$ cat src/rtl/cpu_pkg.sv
// Shared register-file write types and constants for the write-back path.
package cpu_pkg;
  localparam int REG_ADDR_W = 4;
  localparam int DATA_W     = 32;
  localparam int NUM_REGS   = 16;
  localparam int NUM_SRC    = 3;
  localparam logic [REG_ADDR_W-1:0] REG_ZERO = 4'd0;

  typedef struct packed {
    logic [REG_ADDR_W-1:0] addr;
    logic [DATA_W-1:0]     data;
  } wb_req_t;

  typedef enum logic [1:0] {SRC_ALU, SRC_AUX, SRC_LDR} wb_src_e;

  function automatic logic [NUM_REGS-1:0] reg_dec(input logic [REG_ADDR_W-1:0] a);
    reg_dec    = '0;
    reg_dec[a] = 1'b1;
  endfunction
endpackage

$ cat src/rtl/wb_arbiter_if.sv
// Source handshakes, register-file write port and hazard mask of the write-back arbiter.
interface wb_arbiter_if;
  import cpu_pkg::*;
  logic                  alu_valid, alu_ready;
  logic [REG_ADDR_W-1:0] alu_addr;
  logic [DATA_W-1:0]     alu_data;
  logic                  aux_valid, aux_ready;
  logic [REG_ADDR_W-1:0] aux_addr;
  logic [DATA_W-1:0]     aux_data;
  logic                  ldr_valid, ldr_ready;
  logic [REG_ADDR_W-1:0] ldr_addr;
  logic [DATA_W-1:0]     ldr_data;
  logic                  w_en;
  logic [REG_ADDR_W-1:0] w_addr;
  logic [DATA_W-1:0]     w_data;
  logic [NUM_REGS-1:0]   busy_mask;
  logic                  idle;

  modport master (
    output alu_valid, alu_addr, alu_data, aux_valid, aux_addr, aux_data,
           ldr_valid, ldr_addr, ldr_data,
    input  alu_ready, aux_ready, ldr_ready, w_en, w_addr, w_data, busy_mask, idle
  );
  modport slave (
    input  alu_valid, alu_addr, alu_data, aux_valid, aux_addr, aux_data,
           ldr_valid, ldr_addr, ldr_data,
    output alu_ready, aux_ready, ldr_ready, w_en, w_addr, w_data, busy_mask, idle
  );
endinterface

$ cat src/rtl/wb_fifo.sv
// Per-source write queue; pointers carry one wrap bit so full/empty need no counter.
module wb_fifo import cpu_pkg::*; #(
  parameter int DEPTH = 2
) (
  input  logic                                 clk,
  input  logic                                 rst_n,
  input  logic                                 push_i,
  input  wb_req_t                              din_i,
  input  logic                                 pop_i,
  output logic                                 full_o,
  output logic                                 empty_o,
  output wb_req_t                              head_o,
  output logic [DEPTH-1:0]                     ent_vld_o,
  output logic [DEPTH-1:0][REG_ADDR_W-1:0]     ent_addr_o
);
  localparam int AW = $clog2(DEPTH);

  logic [AW:0]   wr_ptr_q, rd_ptr_q, cnt;
  logic [AW-1:0] off;
  wb_req_t       mem_q [DEPTH];

  assign full_o  = (wr_ptr_q[AW] != rd_ptr_q[AW]) && (wr_ptr_q[AW-1:0] == rd_ptr_q[AW-1:0]);
  assign empty_o = (wr_ptr_q == rd_ptr_q);
  assign head_o  = mem_q[rd_ptr_q[AW-1:0]];
  assign cnt     = wr_ptr_q - rd_ptr_q;

  always_ff @(posedge clk or negedge rst_n) begin
    if (!rst_n) begin
      wr_ptr_q <= '0;
      rd_ptr_q <= '0;
    end else begin
      if (push_i && !full_o) wr_ptr_q <= wr_ptr_q + 1'b1;
      if (pop_i && !empty_o) rd_ptr_q <= rd_ptr_q + 1'b1;
    end
  end

  always_ff @(posedge clk) begin
    if (push_i && !full_o) mem_q[wr_ptr_q[AW-1:0]] <= din_i;
  end

  // Slot i holds live data when its distance from the read pointer is below the fill count.
  always_comb begin
    ent_vld_o  = '0;
    ent_addr_o = '0;
    off        = '0;
    for (int i = 0; i < DEPTH; i++) begin
      off           = AW'(i) - rd_ptr_q[AW-1:0];
      ent_vld_o[i]  = ({1'b0, off} < cnt);
      ent_addr_o[i] = mem_q[i].addr;
    end
  end
endmodule

$ cat src/rtl/wb_arbiter.sv
// Three-source write-back arbiter: one registered register-file write per cycle, starvation-bounded.
module wb_arbiter import cpu_pkg::*; #(
  parameter int DEPTH        = 2,
  parameter int STARVE_LIMIT = 4
) (
  input  logic       clk,
  input  logic       rst_n,
  wb_arbiter_if.slave bus
);
  localparam int CW = $clog2(STARVE_LIMIT + 1);

  logic    [NUM_SRC-1:0]                             vld, rdy, push, pop, full, empty;
  wb_req_t [NUM_SRC-1:0]                             din, head;
  logic    [NUM_SRC-1:0][DEPTH-1:0]                  ent_vld;
  logic    [NUM_SRC-1:0][DEPTH-1:0][REG_ADDR_W-1:0]  ent_addr;
  logic    [NUM_SRC-1:0][CW-1:0]                     starve_q, starve_d;
  logic                                              win_vld, w_en_q;
  wb_src_e                                           win;
  wb_req_t                                           w_q;
  logic    [NUM_REGS-1:0]                            busy;

  assign vld       = {bus.ldr_valid, bus.aux_valid, bus.alu_valid};
  assign din[SRC_ALU] = '{addr: bus.alu_addr, data: bus.alu_data};
  assign din[SRC_AUX] = '{addr: bus.aux_addr, data: bus.aux_data};
  assign din[SRC_LDR] = '{addr: bus.ldr_addr, data: bus.ldr_data};

  // R0 writes complete the handshake but are dropped before the queue.
  for (genvar s = 0; s < NUM_SRC; s++) begin : g_src
    assign rdy[s]  = !full[s];
    assign push[s] = vld[s] && rdy[s] && (din[s].addr != REG_ZERO);
    wb_fifo #(.DEPTH(DEPTH)) u_fifo (
      .clk, .rst_n,
      .push_i(push[s]), .din_i(din[s]), .pop_i(pop[s]),
      .full_o(full[s]), .empty_o(empty[s]), .head_o(head[s]),
      .ent_vld_o(ent_vld[s]), .ent_addr_o(ent_addr[s])
    );
  end

  // Scan lowest priority first so the highest-priority match is the last one written.
  always_comb begin
    win_vld = 1'b0;
    win     = SRC_ALU;
    for (int s = NUM_SRC - 1; s >= 0; s--)
      if (!empty[s]) begin
        win_vld = 1'b1;
        win     = wb_src_e'(s);
      end
    for (int s = NUM_SRC - 1; s >= 0; s--)
      if (!empty[s] && starve_q[s] == CW'(STARVE_LIMIT)) win = wb_src_e'(s);
  end

  assign pop = win_vld ? (NUM_SRC'(1) << win) : '0;

  always_comb begin
    starve_d = starve_q;
    for (int s = 0; s < NUM_SRC; s++)
      if (empty[s] || win == wb_src_e'(s)) starve_d[s] = '0;
      else if (starve_q[s] != CW'(STARVE_LIMIT)) starve_d[s] = starve_q[s] + 1'b1;
  end

  always_ff @(posedge clk or negedge rst_n) begin
    if (!rst_n) begin
      w_en_q   <= 1'b0;
      w_q      <= '0;
      starve_q <= '0;
    end else begin
      w_en_q   <= win_vld;
      starve_q <= starve_d;
      if (win_vld) w_q <= head[win];
    end
  end

  always_comb begin
    busy = '0;
    for (int s = 0; s < NUM_SRC; s++)
      for (int e = 0; e < DEPTH; e++)
        if (ent_vld[s][e]) busy = busy | reg_dec(ent_addr[s][e]);
    if (w_en_q) busy = busy | reg_dec(w_q.addr);
    busy[0] = 1'b0;
  end

  assign bus.alu_ready = rdy[SRC_ALU];
  assign bus.aux_ready = rdy[SRC_AUX];
  assign bus.ldr_ready = rdy[SRC_LDR];
  assign bus.w_en      = w_en_q;
  assign bus.w_addr    = w_q.addr;
  assign bus.w_data    = w_q.data;
  assign bus.busy_mask = busy;
  assign bus.idle      = (&empty) && !w_en_q;
endmodule

$ cat src/flat_wrapper.sv
// flat-port wrapper written by rule: the top's interface ports become plain ports
module wb_arbiter_flat import cpu_pkg::*;
#(
  parameter int DEPTH        = 2,
  parameter int STARVE_LIMIT = 4
)
  (clk, rst_n, bus_alu_valid, bus_alu_addr, bus_alu_data, bus_aux_valid, bus_aux_addr, bus_aux_data, bus_ldr_valid, bus_ldr_addr, bus_ldr_data, bus_alu_ready, bus_aux_ready, bus_ldr_ready, bus_w_en, bus_w_addr, bus_w_data, bus_busy_mask, bus_idle);
  wb_arbiter_if bus_i ();
  input  logic clk;
  input  logic rst_n;
  input wire logic [$bits(bus_i.alu_valid)-1:0] bus_alu_valid;
  input wire logic [$bits(bus_i.alu_addr)-1:0] bus_alu_addr;
  input wire logic [$bits(bus_i.alu_data)-1:0] bus_alu_data;
  input wire logic [$bits(bus_i.aux_valid)-1:0] bus_aux_valid;
  input wire logic [$bits(bus_i.aux_addr)-1:0] bus_aux_addr;
  input wire logic [$bits(bus_i.aux_data)-1:0] bus_aux_data;
  input wire logic [$bits(bus_i.ldr_valid)-1:0] bus_ldr_valid;
  input wire logic [$bits(bus_i.ldr_addr)-1:0] bus_ldr_addr;
  input wire logic [$bits(bus_i.ldr_data)-1:0] bus_ldr_data;
  output wire logic [$bits(bus_i.alu_ready)-1:0] bus_alu_ready;
  output wire logic [$bits(bus_i.aux_ready)-1:0] bus_aux_ready;
  output wire logic [$bits(bus_i.ldr_ready)-1:0] bus_ldr_ready;
  output wire logic [$bits(bus_i.w_en)-1:0] bus_w_en;
  output wire logic [$bits(bus_i.w_addr)-1:0] bus_w_addr;
  output wire logic [$bits(bus_i.w_data)-1:0] bus_w_data;
  output wire logic [$bits(bus_i.busy_mask)-1:0] bus_busy_mask;
  output wire logic [$bits(bus_i.idle)-1:0] bus_idle;
  assign bus_i.alu_valid = bus_alu_valid;
  assign bus_i.alu_addr = bus_alu_addr;
  assign bus_i.alu_data = bus_alu_data;
  assign bus_i.aux_valid = bus_aux_valid;
  assign bus_i.aux_addr = bus_aux_addr;
  assign bus_i.aux_data = bus_aux_data;
  assign bus_i.ldr_valid = bus_ldr_valid;
  assign bus_i.ldr_addr = bus_ldr_addr;
  assign bus_i.ldr_data = bus_ldr_data;
  assign bus_alu_ready = bus_i.alu_ready;
  assign bus_aux_ready = bus_i.aux_ready;
  assign bus_ldr_ready = bus_i.ldr_ready;
  assign bus_w_en = bus_i.w_en;
  assign bus_w_addr = bus_i.w_addr;
  assign bus_w_data = bus_i.w_data;
  assign bus_busy_mask = bus_i.busy_mask;
  assign bus_idle = bus_i.idle;
  wb_arbiter #(.DEPTH(DEPTH), .STARVE_LIMIT(STARVE_LIMIT)) u_core (.clk(clk), .rst_n(rst_n), .bus(bus_i));
endmodule
$ cat config.mk
export PLATFORM = sky130hd
export DESIGN_NAME = wb_arbiter_flat
export DESIGN_NICKNAME = d
export VERILOG_FILES = /design/src/rtl/cpu_pkg.sv /design/src/rtl/wb_arbiter_if.sv /design/src/rtl/wb_fifo.sv /design/src/rtl/wb_arbiter.sv /design/src/flat_wrapper.sv
export SDC_FILE = /design/constraint.sdc
export NUM_CORES = 1
export LEC_CHECK = 0
export CAP_MARGIN = 30
export CORE_MARGIN = 2
export CORE_UTILIZATION = 45
export CTS_BUF_LIST = sky130_fd_sc_hd__clkbuf_4 sky130_fd_sc_hd__clkbuf_8 sky130_fd_sc_hd__clkbuf_16
export CTS_CLUSTER_DIAMETER = 30
export CTS_CLUSTER_SIZE = 40
export DETAILED_ROUTE_END_ITERATION = 16
export HOLD_SLACK_MARGIN = 0.03
export PLACE_DENSITY = 0.67
export SYNTH_ARGS = -nofsm -noshare
export SYNTH_HDL_FRONTEND = slang
export SYNTH_SLANG_ARGS = --single-unit
export TNS_END_PERCENT = 100
$ cat constraint.sdc
create_clock -name clk -period 4 [get_ports clk]
set_input_delay 0.8 -clock clk [delete_from_list [all_inputs] [get_ports clk]]
set_output_delay 0.8 -clock clk [all_outputs]
set_load 0.02 [all_outputs]
Word-level counts from Yosys, hierarchy flattened
Memory sizes are Yosys's and may differ from the RTL's.
Index checks and enable logic that the tools add are counted.
W data, S select, Z words.
{"block": "word_totals", "mem_count": 3, "elab_cells": 167, "ramBits": 216, "out_inout_bits": 57, "ff_bits": 58, "inputBits": 113, "romBits": 0, "latch_bits": 0}
{"block": "classes", "div": 0, "n_eq_ne": 17, "reduce_logical": 44, "muxes": 45, "multipliers": 0, "addsub": 18, "n_shift": 1, "n_bitwise": 6, "n_lt_le_gt_ge": 21}
{"name": "u_core.g_src[0].u_fifo.mem_q", "words": 2, "width": 36, "read_ports": 3, "rd_clocked_by_memory_dff": 0, "wr": 1, "line_no": "wb_fifo.sv:20", "source": "wb_req_t mem_q [DEPTH];"}
{"name": "u_core.g_src[1].u_fifo.mem_q", "words": 2, "width": 36, "read_ports": 3, "rd_clocked_by_memory_dff": 0, "wr": 1, "line_no": "wb_fifo.sv:20"}
{"name": "u_core.g_src[2].u_fifo.mem_q", "words": 2, "width": 36, "read_ports": 3, "rd_clocked_by_memory_dff": 0, "wr": 1, "line_no": "wb_fifo.sv:20"}
{"operator": "$mux W16", "count": 7}
{"operator": "$or A16 B16 Y16", "count": 6}
{"operator": "$bmux W36 S2", "count": 1}
{"operator": "$mux W36", "count": 1}
{"operator": "$lt A4 B5 Y1 const B", "count": 7}
{"operator": "$demux W1 S4", "count": 7}
{"operator": "$ge A4 B1 Y1 const B", "count": 7}
{"operator": "$logic_and A1 B1 Y1", "count": 26}
{"operator": "$mux W3", "count": 7}
{"operator": "$mux W1", "count": 16}
{"operator": "$add A2 B1 Y2 const B", "count": 6}
{"operator": "$lt A1 B2 Y1", "count": 6}
{"operator": "$mux W2", "count": 6}
{"operator": "$reduce_bool A4 Y1", "count": 3}
{"operator": "$add A3 B1 Y3 const B", "count": 3}
{"operator": "$eq A3 B3 Y1 const B", "count": 3}
{"operator": "$ne A3 B3 Y1 const B", "count": 3}
{"operator": "$logic_not A1 Y1", "count": 7}
{"operator": "$eq A2 B2 Y1", "count": 3}
{"operator": "$reduce_bool A2 Y1", "count": 3}
{"operator": "$sub A1 B1 Y1 const A", "count": 6}
{"operator": "$sub A2 B2 Y2", "count": 3}
{"operator": "$eq A1 B1 Y1", "count": 3}
{"operator": "$logic_or A1 B1 Y1", "count": 3}
{"operator": "other kinds (7)", "count": 9}

Longest topological paths before layout
Gate-level depths: netlist of run 1.
An unclocked memory read counts as a cell.
{"block": "logic_depth", "word_depth": 18, "depth_mapped": 10, "depth_no_buf": 9}

Modules after synthesis
Synthesis of run 1 repeated with hierarchy kept, for this count alone.
{"block": "unflattened", "cells_unflattened": 859, "area_unflattened_um2": 12304.3}
{"module": "wb_fifo", "area_each_um2": 2947.8, "seq_area_each_um2": 2262.2, "cells_per_inst": 151, "n_inst": 3}
{"module": "wb_arbiter", "area_each_um2": 3460.8, "seq_area_each_um2": 1151.1, "cells_per_inst": 406, "n_inst": 1}

Worst setup path before layout of run 1
OpenSTA, ideal clock, no wires.
{"block": "synth_timing", "path_kind": "reg-to-output", "start": "register u_core.g_src[1].u_fifo.rd_ptr_q[0]", "end": "output port bus_busy_mask[15]", "path_stages_with_launch": 10, "t_arrival_ps": 2547, "slack_ps": 653, "required_time_ps": 3200, "path_cell_list": "dfrtp_1 -> buf_2 -> buf_1 -> inv_1 -> ha_1 -> or2_2 -> nand3_1 -> o22ai_1 -> or3_1 -> a311o_1"}
{"block": "synth_between", "elab_cells_between_ends": 14, "cone_classes": "add/sub: 3; order compare: 2; mux: 5; bitwise: 4"}
{"element": "start: declaration", "line_no": "wb_fifo.sv:18", "source": "logic [AW:0] wr_ptr_q, rd_ptr_q, cnt;"}
{"element": "start signal: assignment", "line_no": "wb_fifo.sv:33", "source": "if (pop_i && !empty_o) rd_ptr_q <= rd_ptr_q + 1'b1;"}
{"element": "$sub A1 B1 Y1 *", "line_no": "wb_fifo.sv:47", "source": "off = AW'(i) - rd_ptr_q[AW-1:0];"}
{"element": "net u_core.g_src[1].u_fifo.off", "line_no": "wb_fifo.sv:19", "source": "logic [AW-1:0] off;"}
{"element": "$lt A1 B2 Y1 *", "line_no": "wb_fifo.sv:48", "source": "ent_vld_o[i] = ({1'b0, off} < cnt);"}
{"element": "$mux W16 *", "line_no": "wb_arbiter.sv:77", "source": "if (ent_vld[s][e]) busy = busy | reg_dec(ent_addr[s][e]);"}
{"element": "$or A16 B16 Y16", "line_no": "wb_arbiter.sv:77"}
{"element": "$mux W16 *", "line_no": "wb_arbiter.sv:77"}
{"element": "$or A16 B16 Y16", "line_no": "wb_arbiter.sv:77"}
{"element": "$mux W16 *", "line_no": "wb_arbiter.sv:77"}
{"element": "$or A16 B16 Y16", "line_no": "wb_arbiter.sv:78", "source": "if (w_en_q) busy = busy | reg_dec(w_q.addr);"}
{"element": "$mux W16 *", "line_no": "wb_arbiter.sv:78"}
{"element": "end: declaration", "line_no": "flat_wrapper.sv:26", "source": "output wire logic [$bits(bus_i.busy_mask)-1:0] bus_busy_mask;"}
The timed path passes the listed nets; every way through them passes the cells marked *.

Worst setup path in the final report of run 1
{"block": "layout_timing", "start": "register u_core.g_src[1].u_fifo.wr_ptr_q[1]", "end": "output port bus_busy_mask[15]"}
{"block": "layout_between", "elab_chain_cells": 11, "elab_cells_between_ends": 12, "cone_classes": "add/sub: 1; order compare: 2; mux: 5; bitwise: 4"}
{"element": "start: declaration", "line_no": "wb_fifo.sv:18"}
{"element": "start signal: assignment", "line_no": "wb_fifo.sv:32", "source": "if (push_i && !full_o) wr_ptr_q <= wr_ptr_q + 1'b1;"}
{"element": "$sub A2 B2 Y2 *", "line_no": "wb_fifo.sv:25", "source": "assign cnt = wr_ptr_q - rd_ptr_q;"}
{"element": "$lt A1 B2 Y1", "line_no": "wb_fifo.sv:48"}
{"element": "$mux W16", "line_no": "wb_arbiter.sv:77"}
{"element": "$or A16 B16 Y16", "line_no": "wb_arbiter.sv:77"}
{"element": "$mux W16 *", "line_no": "wb_arbiter.sv:77"}
{"element": "$or A16 B16 Y16", "line_no": "wb_arbiter.sv:77"}
{"element": "$mux W16 *", "line_no": "wb_arbiter.sv:77"}
{"element": "$or A16 B16 Y16", "line_no": "wb_arbiter.sv:77"}
{"element": "$mux W16 *", "line_no": "wb_arbiter.sv:77"}
{"element": "$or A16 B16 Y16", "line_no": "wb_arbiter.sv:78"}
{"element": "$mux W16 *", "line_no": "wb_arbiter.sv:78"}
Mark *: on every way between the ends. The rest lies on a longest branch, timed or not.

==> results of run 1 <==
## worst max path at each step
| stage | to | from | slack (ps) | cells past startpoint |
|---|---|---|---|---|
| global placement | bus_busy_mask[8] | u_core.g_src[0].u_fifo.rd_ptr_q[1]$_DFFE_PN0P_ | 250 | 9 |
| finish | bus_busy_mask[15] | u_core.g_src[1].u_fifo.wr_ptr_q[1]$_DFFE_PN0P_ | 110 | 9 |
| detailed placement | bus_busy_mask[8] | u_core.g_src[0].u_fifo.rd_ptr_q[1]$_DFFE_PN0P_ | 220 | 9 |
| floorplan | bus_busy_mask[15] | u_core.g_src[1].u_fifo.rd_ptr_q[0]$_DFFE_PN0P_ | 650 | 9 |
| global route | bus_busy_mask[13] | u_core.g_src[2].u_fifo.wr_ptr_q[0]$_DFFE_PN0P_ | -10 | 8 |
| CTS | bus_busy_mask[14] | u_core.g_src[0].u_fifo.wr_ptr_q[1]$_DFFE_PN0P_ | 2 | 9 |
## state kept, by name (all words and copies together), names as in the netlist
register	count
u_core.g_src.u_fifo.mem_q	216
u_core.bus.w_data	32
u_core.starve_q	9
u_core.g_src.u_fifo.rd_ptr_q	6
u_core.g_src.u_fifo.wr_ptr_q	6
u_core.bus.w_addr	4
u_core.bus.w_en	1
## layout by cell type (no fill, tap or decap), types with 7 or more instances in the layout
cell type,n
edfxtp_1,216
clkdlybuf4s50_1,152
mux2i_1,73
nor2_1,62
dfrtp_1,55
o22ai_1,53
nor3_1,50
clkbuf_16,50
or3_1,44
o21ai_0,43
and2_1,36
mux2_2,36
nand2_1,33
o211ai_1,28
buf_4,24
inv_1,18
ha_1,15
nand2b_1,12
xnor2_1,11
nand3_1,10
o211ai_2,10
clkbuf_4,10
bufinv_16,10
nand3b_1,9
nor2b_1,7
o221ai_1,7
and2_2,7
dlygate4sd2_1,7
## cell families after synthesis
kind of cell | synth area share (%)
AOI/OAI and AO/OA | 9.86
adders and majority gates | 1.49
buffers and inverters | 2.80
xor gates and xnor gates | 1.50
and+or+nand+nor | 12.1
other | 0.0298
DFF | 63.2
muxes | 9.04
## where the power goes
part,switching (µW),total (µW),internal (µW)
Clock,1430,4500,3070
Sequential,566,4750,4190
Combinational,3970,6600,2630
## layout make-up
cell class	count	area, µm²
fill	2248	11000
sequential	274	7940
multi-input combinational	607	4350
timing repair buffer	197	1960
clock buffer	62	1350
clock inverter	31	492
tap	378	473
inverter	20	75.1
antenna	1	2.50
## repair_timing
item | in CTS | in global routing
setup endpoints to repair | 15 | 9
setup buffers | 1 | 3
hold buffers | 0 | 0
pin swaps | 1 | 1
gates resized for setup | 16 | 13
## metal layers
| metal | routed length [µm] | up-vias | GRT usage, % |
|---|---|---|---|
| met5 | 0 | - | 0 |
| met4 | 1250 | 0 | 10.2 |
| met3 | 1880 | 80 | 3.68 |
| met2 | 16400 | 302 | 38.5 |
| met1 | 15400 | 4357 | 32.2 |
| li1 | - | 4051 | - |
## stage by stage
step,utilization (%),cell area [µm²],hold WS (ps)
2_1_floorplan,-,12600,460
3_3_place_gp,53.2,14700,473
3_5_place_dp,53.3,14700,478
4_1_cts,60.1,16600,223
5_1_grt,60.3,16600,246
6_report,60.3,16600,219
## worst max-delay path, stage by stage (launching register included)
cell and delay, ps:
dfrtp_1 420, xor2_2 240, inv_1 80, ha_1 280
or2_2 330, nand3_2 140, o22ai_1 80, or3_1 400
a311o_1 290, clkdlybuf4s15_1 290
==> results.sh, run 1 <==
export IMPL_cap_violations=0
export IMPL_yosysTopAreaCellShare_pct=51.6
export IMPL_route_vias_total=8790
export IMPL_hold_viol_final=0
export IMPL_p_total_uw=15900
export IMPL_drtIter0Drc=580
export IMPL_hold_class="primary input to async pin"
export IMPL_grt_overflow_total=0
export IMPL_synthToLayoutAreaGrowth_pct=32.5
export IMPL_pin_count=170
export IMPL_grt_max_degree=74
export IMPL_final_cells=1570
export IMPL_synth_area_leaders="edfxtp_1 (52%), dfrtp_1 (12%), mux2i_1 (5.8%)"
export IMPL_fmax_mhz=257
export IMPL_leakage_uw=0.00620
export IMPL_ys_types=55
export IMPL_period_share_pct=97.3
export IMPL_rrSetupSlack_ps=970
export IMPL_ys_ff_latch=274
export IMPL_clkLatencyLatePin_ps=550
export IMPL_cts_max_path_buffers=3
export IMPL_finalMaxSlewViolations=0
export IMPL_layout_setup_ws_ps=108
export IMPL_cp_arrival_ps=3090
export IMPL_globalplace_congestion=0.934
export IMPL_status="complete, no violations"
export IMPL_cp_max_fo=4
export IMPL_die_area_um2=29300
export IMPL_wl_per_cell_um=22.2
export IMPL_die_x_um=171
export IMPL_async_reset_ff_share_pct=21.2
export IMPL_layout_nets=1278
export IMPL_synth_edf_count=216
export IMPL_core_area_um2=27600
export IMPL_drive_gt1_share_pct=16.9
export IMPL_drc=0
export IMPL_dpl_worst_slack_ps=224
export IMPL_syn_nets=1083
export IMPL_endpoint_kind="output pin"
export IMPL_yosysTopAreaCell="edfxtp_1"
export IMPL_grt_first_pass_wirelength_um=52700
export IMPL_powerDensity_nw_per_um2=953
export IMPL_syn_area_um2=12600
export IMPL_syn_area_per_cell_um2=13.2
export IMPL_routed_via_density=5.60
export IMPL_rows=61
export IMPL_ff2ff_path_depth=6
export IMPL_cts_sinks=274
export IMPL_first_global_vias=9081
export IMPL_fp_dieH_um=171
export IMPL_required_ps=3200
export IMPL_cts_htree_levels=2
export IMPL_r2r_end="u_core.bus.w_addr[3]$_DFFE_PN0N_"
export IMPL_grt_use_total_pct=23.8
export IMPL_clock_skew_ps=19.8
export IMPL_synthCells=955
export IMPL_root_buffer="clkbuf_16"
export IMPL_start_util_pct=45.5
export IMPL_dp_cells=1472
export IMPL_r2r_start="u_core.g_src[2].u_fifo.rd_ptr_q[0]$_DFFE_PN0P_"
export IMPL_dr_pass1_iters=5
export IMPL_min_period_ps=3890
export IMPL_cts_tree="built"
export IMPL_yosysSeqAreaShare_pct=63.2
export IMPL_finalSetupViolations=0
export IMPL_ys_warn_count=0
export IMPL_antenna_found_initial=1
export IMPL_relSlewSlack_pct=47.8
export IMPL_clkTransAtPathRegs_ps=50
export IMPL_worst_pin_slew_ps=784
export IMPL_grt_setup_unrepaired="true"
export IMPL_synth_flop_cell="edfxtp_1"
export IMPL_criticalPathCategory="flip-flop to output pin"
export IMPL_startpoint_type="flip-flop"
export IMPL_ant_nets=0
export IMPL_wl_um=34900
export IMPL_synth_commonest_cells="edfxtp_1 (216), mux2i_1 (73), nor2_1 (62)"
export IMPL_vdd_ir_drop_worst_v=0.000508
export IMPL_setup_tns_final_ps=0
export IMPL_numCtsBuffers=50
export IMPL_io_buffers=168
export IMPL_hpwl_um=23300
export IMPL_synth_most_common_cell="edfxtp_1"
(Power assumes the default switching activity.)
==> run 2: changes to the inputs <==
Settings changed: PLACE_DENSITY 0.67 to 0.7.
Clock period 4 ns to 3.4 ns, I/O delays scaled along.
==> run 2 against run 1 <==
  * The flow now finishes with violations (setup timing)
  * Wire length shrank 0.12%
  * Design area grew 2.6%
  * Final cell count grew 2.7%
  * Power grew 23%
  * Sequential power grew 17%
  * Global-route usage shrank 0.083 points
  * Clock power grew 22%
  * Critical endpoint is now bus_busy_mask[8]
==> results.sh, run 2 (same netlist as run 1, synthesis figures left out) <==
export IMPL_status="complete, but fails checks"
export IMPL_failed_checks="setup timing"
export IMPL_antenna_found_initial=0
export IMPL_hold_viol_final=0
export IMPL_hpwl_um=22900
export IMPL_core_area_um2=27600
export IMPL_postCtsHoldBufs=0
export IMPL_io_buffers=168
export IMPL_pin_count=170
export IMPL_first_global_vias=9422
export IMPL_placed_area_um2=14900
export IMPL_drive_gt1_share_pct=22.8
export IMPL_cts_max_path_buffers=3
export IMPL_drtIter0Drc=688
export IMPL_endpoint_kind="output pin"
export IMPL_layout_setup_ws_ps=-84.0
export IMPL_clkTransAtPathRegs_ps=50
export IMPL_finalInstanceArea_um2=17100
export IMPL_cap_violations=0
export IMPL_p_sw_uw=7260
export IMPL_min_period_ps=3480
export IMPL_swShare_pct=37.4
export IMPL_clkPwrFrac_pct=28.1
export IMPL_drc=0
export IMPL_clock_skew_ps=20.1
export IMPL_intPower_uw=12200
export IMPL_cp_arrival_ps=2800
export IMPL_numCtsBuffers=54
export IMPL_startpoint_type="flip-flop"
export IMPL_globalplace_congestion=1.00
export IMPL_grt_use_total_pct=23.7
export IMPL_powerDensity_nw_per_um2=1140
export IMPL_hold_worst_slack_ps=269
export IMPL_die_area_um2=29300
export IMPL_ant_nets=0
export IMPL_relSlewSlack_pct=40.6
export IMPL_cp_max_fo=3
export IMPL_finalMaxSlewViolations=0
export IMPL_grt_max_degree=74
export IMPL_routed_via_density=5.60
export IMPL_combinationalPowerShare_pct=43.3
export IMPL_wl_um=34900
export IMPL_dpl_worst_slack_ps=-47.9
export IMPL_clkLatencyLatePin_ps=540
export IMPL_fmax_mhz=287
export IMPL_vdd_ir_drop_worst_v=0.000651
export IMPL_cts_tree="built"
export IMPL_layout_common_cells="edfxtp_1 (216), clkdlybuf4s50_1 (151), mux2i_1 (73)"
export IMPL_cts_sinks=274
export IMPL_hold_class="primary input to async pin"
export IMPL_grt_setup_unrepaired="true"
export IMPL_grt_first_pass_wirelength_um=52900
export IMPL_layout_commonest_cell="edfxtp_1"
export IMPL_route_vias_total=9035
export IMPL_period_share_pct=102
export IMPL_cts_htree_levels=2
export IMPL_layout_nets=1316
export IMPL_worst_pin_slew_ps=891
export IMPL_rows=61
export IMPL_criticalPathCategory="flip-flop to output pin"
export IMPL_synthToLayoutAreaGrowth_pct=35.9
export IMPL_fill_cells=2184
export IMPL_required_ps=2720
export IMPL_seqPwrFrac_pct=28.6
export IMPL_final_util_pct=61.8
export IMPL_dr_pass1_iters=6
export IMPL_num_antenna_cells=0
export IMPL_finalSetupViolations=2
export IMPL_largest_register_ffs=216
export IMPL_fp_dieH_um=171
export IMPL_ff2ff_path_depth=7
export IMPL_die_x_um=171
export IMPL_grt_overflow_total=0
export IMPL_wl_per_cell_um=21.6
export IMPL_leakage_uw=0.00636
export IMPL_root_buffer="clkbuf_16"
export IMPL_start_util_pct=45.5
run 2: worst max-delay path, stage by stage, from the launching register on:
cell,delay (ps)
dfrtp_1,400
xor2_2,210
inv_2,80
ha_4,210
or2_4,280
nand3b_1,140
o32ai_1,110
a311o_1,360
or3_1,320
buf_2,170
run 2: timing repair:
item                       4_1_cts  5_1_grt
buffers inserted                 3        4
gates resized for setup         97       27
pin swaps                       11       17
setup endpoints to repair       16       15
hold endpoints to repair         0        0
run 2: power by group through the flow:
stage | clock network (µW) | registers (µW) | logic, µW
finish | 5470 | 5560 | 8410
global route | 5710 | 5670 | 9030
CTS | 5540 | 5550 | 8240
detailed placement | 0 | 5590 | 8090
global placement | 0 | 5550 | 7970
floorplan | 0 | 5670 | 4810
run 2: layout make-up:
type	instances	area [µm²]	area share (%)
repair buffers	231	2130	12.5
clock inverters	33	393	2.30
well taps	378	473	2.77
inverters	20	75.1	0.440
multi-input cells	607	4520	26.5
flip-flops and latches	274	7940	46.5
clock buffers	69	1540	8.99
run 2: path summary, 6_finish.rpt:
check	start	endpoint	slack (ps)
worst max-delay path	u_core.g_src[0].u_fifo.wr_ptr_q[1]$_DFFE_PN0P_	bus_busy_mask[8]	-80
worst min-delay path	rst_n	u_core.bus.w_data[17]$_DFFE_PN0N_	270
worst max register to register	u_core.g_src[2].u_fifo.wr_ptr_q[0]$_DFFE_PN0P_	u_core.bus.w_data[17]$_DFFE_PN0N_	760
worst min register to register	u_core.g_src[1].u_fifo.wr_ptr_q[1]$_DFFE_PN0P_	u_core.g_src[1].u_fifo.wr_ptr_q[1]$_DFFE_PN0P_	490
max in group asynchronous	rst_n	u_core.g_src[2].u_fifo.rd_ptr_q[0]$_DFFE_PN0P_	2490
min in group clk	u_core.g_src[1].u_fifo.wr_ptr_q[1]$_DFFE_PN0P_	u_core.g_src[1].u_fifo.wr_ptr_q[1]$_DFFE_PN0P_	490
run 2: metrics by stage:
step           total power, µW  instances  TNS [ps]
4_1_cts                  19300       1607      -190
6_report                 19400       1612      -103
2_1_floorplan            10500        955         0
3_3_place_gp             13500       1501     -81.1
5_1_grt                  20400       1612      -916
3_5_place_dp             13700       1502     -68.6
run 2: per-layer routing:
| layer | vias up | global-route usage, % | wire length [µm] |
|---|---|---|---|
| met5 | - | 0 | 0 |
| met4 | 0 | 8.07 | 825 |
| met3 | 66 | 3.68 | 1840 |
| met2 | 324 | 41.3 | 17300 |
| met1 | 4501 | 30.3 | 14900 |
| li1 | 4144 | - | - |
==> run 3: changes to the inputs <==
Settings changed: HOLD_SLACK_MARGIN 0.03 to 0.15, SYNTH_HIERARCHICAL from default to 1.
==> run 3 against run 2 <==
  * The run now ends clean
  * Clock-buffer cell count shrank 16
  * Synthesized area shrank 2.1%
  * Register-to-register slack lost 280 ps
  * Sequential power grew 2%
  * Critical path type unchanged
  * Largest power group unchanged
  * Highest routed layer is now met5
==> results.sh, run 3 <==
export IMPL_syn_nets=987
export IMPL_rrSetupSlack_ps=480
export IMPL_period_share_pct=96.3
export IMPL_criticalPathCategory="flip-flop to output pin"
export IMPL_async_reset_ff_share_pct=21.2
export IMPL_leakage_uw=0.00585
export IMPL_cts_tree="built"
export IMPL_synth_area_leaders="edfxtp_1 (53%), dfrtp_1 (12%), mux2_2 (9.9%)"
export IMPL_hold_viol_final=0
export IMPL_syn_area_per_cell_um2=14.3
export IMPL_drive_gt1_share_pct=25.4
export IMPL_clkTransAtPathRegs_ps=50
export IMPL_dp_cells=1328
export IMPL_drc=0
export IMPL_grt_setup_unrepaired="false"
export IMPL_cap_violations=0
export IMPL_status="complete, no violations"
export IMPL_required_ps=2720
export IMPL_clkLatencyLatePin_ps=550
export IMPL_synthToLayoutAreaGrowth_pct=30.5
export IMPL_globalplace_congestion=0.905
export IMPL_r2r_end="u_core/g_src[1].u_fifo/mem_q[1][25]$_DFFE_PP_"
export IMPL_largest_register_ffs=216
export IMPL_synth_commonest_cells="edfxtp_1 (216), mux2_2 (108), dfrtp_1 (58)"
export IMPL_vdd_ir_drop_worst_v=0.000695
export IMPL_layout_common_cells="edfxtp_1 (216), clkdlybuf4s50_1 (151), mux2_2 (108)"
export IMPL_grt_overflow_total=0
export IMPL_cp_endpoint="bus_busy_mask[12]"
export IMPL_yosysSeqAreaShare_pct=64.5
export IMPL_ys_types=54
export IMPL_cp_arrival_ps=2590
export IMPL_fmax_mhz=306
export IMPL_critPathLaunch="u_core/g_src[2].u_fifo/rd_ptr_q[1]$_DFFE_PN0P_"
export IMPL_grt_max_degree=59
export IMPL_drtIter0Drc=589
export IMPL_finalSetupViolations=0
export IMPL_relSlewSlack_pct=32.4
export IMPL_startpoint_type="flip-flop"
export IMPL_syn_area_um2=12300
export IMPL_cp_max_fo=4
export IMPL_ff2ff_path_depth=8
export IMPL_yosysTopAreaCellShare_pct=52.7
export IMPL_root_buffer="clkbuf_16"
export IMPL_die_area_um2=28700
export IMPL_grt_first_pass_wirelength_um=48800
export IMPL_start_util_pct=45.8
export IMPL_r2r_start="u_core/g_src[1].u_fifo/rd_ptr_q[0]$_DFFE_PN0P_"
export IMPL_dr_pass1_iters=5
export IMPL_finalMaxSlewViolations=0
export IMPL_rows=60
export IMPL_wl_um=32400
export IMPL_synthCells=859
export IMPL_antenna_found_initial=1
export IMPL_min_period_ps=3270
export IMPL_first_global_vias=8534
export IMPL_hold_class="primary input to async pin"
export IMPL_ant_nets=0
export IMPL_endpoint_kind="output pin"
export IMPL_yosysTopAreaCell="edfxtp_1"
export IMPL_cts_max_path_buffers=3
export IMPL_synth_most_common_cell="edfxtp_1"
export IMPL_fp_dieH_um=169
export IMPL_setup_tns_final_ps=0
export IMPL_powerDensity_nw_per_um2=1160
export IMPL_num_antenna_cells=0
export IMPL_core_area_um2=26900
export IMPL_synth_edf_count=216
export IMPL_final_util_pct=59.8
export IMPL_synth_flop_cell="edfxtp_1"
export IMPL_routed_via_density=5.74
export IMPL_numCtsBuffers=49
export IMPL_wl_per_cell_um=22.8
export IMPL_cts_htree_levels=2
export IMPL_grt_use_total_pct=22.5
export IMPL_io_buffers=168
export IMPL_postCtsHoldBufs=0
export IMPL_route_vias_total=8144
export IMPL_pin_count=170
export IMPL_final_cells=1420
export IMPL_hpwl_um=21500
export IMPL_layout_nets=1167
export IMPL_layout_commonest_cell="edfxtp_1"
export IMPL_clock_skew_ps=25.1
export IMPL_cts_sinks=274
export IMPL_ys_ff_latch=274
export IMPL_ys_warn_count=6
export IMPL_worst_pin_slew_ps=1010
export IMPL_die_x_um=169
run 3: what timing repair did:
| action | in CTS | in global routing |
|---|---|---|
| gates resized for setup | 45 | 20 |
| endpoints found under the hold margin | 0 | 0 |
| setup buffers | 0 | 1 |
| pin swaps | 4 | 3 |
| setup endpoints to repair | 15 | 16 |
run 3: power breakdown:
part	internal, µW	total [µW]	switching (µW)
clock network	3720	5400	1680
logic	3190	7540	4350
registers	5030	5670	641
total	11900	18600	6680
run 3: routing by layer:
metal / vias to the layer above / routed length (µm) / GRT usage (%)
li1: 3656 / - / -
met3: 85 / 2390 / 4.64
met2: 370 / 15500 / 37.2
met4: 2 / 1120 / 8.70
met1: 4031 / 13400 / 29.3
met5: - / 13 / 0
run 3: critical path, cell delays in order (launching register included):
cell and delay, ps:
dfrtp_1 420, xnor2_2 160, ha_1 280, or2_2 330
and3_2 270, a2111oi_2 320, nand2_1 110, buf_2 170
run 3: per-stage QoR:
stage | cell area, µm² | worst slack [ps] | total power, µW | hold WS, ps
floorplan | 12300 | 12.5 | 10600 | 384
global route | 16100 | 4.15 | 19500 | 322
finish | 16100 | 127 | 18600 | 274
global placement | 14200 | 197 | 13200 | 455
CTS | 16100 | 0.387 | 18700 | 289
detailed placement | 14200 | 200 | 13300 | 467
run 3: layout make-up:
| class | instances | area, µm² |
|---|---|---|
| Tap cell | 341 | 427 |
| Multi-Input combinational cell | 471 | 3820 |
| Clock inverter | 38 | 596 |
| Timing Repair Buffer | 193 | 1820 |
| Sequential cell | 274 | 7940 |
| Clock buffer | 53 | 1270 |
| Fill cell | 2094 | 10800 |
| Inverter | 50 | 188 |
run 3: how the worst min path moves through the flow:
stage | to | slack, ps | depth (start not counted)
after global routing | u_core/bus.w_data[4]$_DFFE_PN0N_ | 320 | 1
final | u_core/bus.w_data[4]$_DFFE_PN0N_ | 270 | 1
after floorplan | u_core/bus.w_addr[0]$_DFFE_PN0N_ | 380 | 0
after CTS | u_core/bus.w_en$_DFF_PN0_ | 290 | 1
after detailed placement | u_core/starve_q[0]$_DFFE_PN0P_ | 470 | 1
after global placement | u_core/starve_q[0]$_DFFE_PN0P_ | 460 | 1
run 3: cells by family after synthesis:
logic type,share of synthesized area (%)
other,0.0305
AND/OR/NAND/NOR,7.77
buffers and inverters,5.25
XOR/XNOR,1.04
adder cells (fa/ha/maj),1.53
flip-flops,64.5
AO/OA/AOI/OAI,9.59
multiplexers,10.3
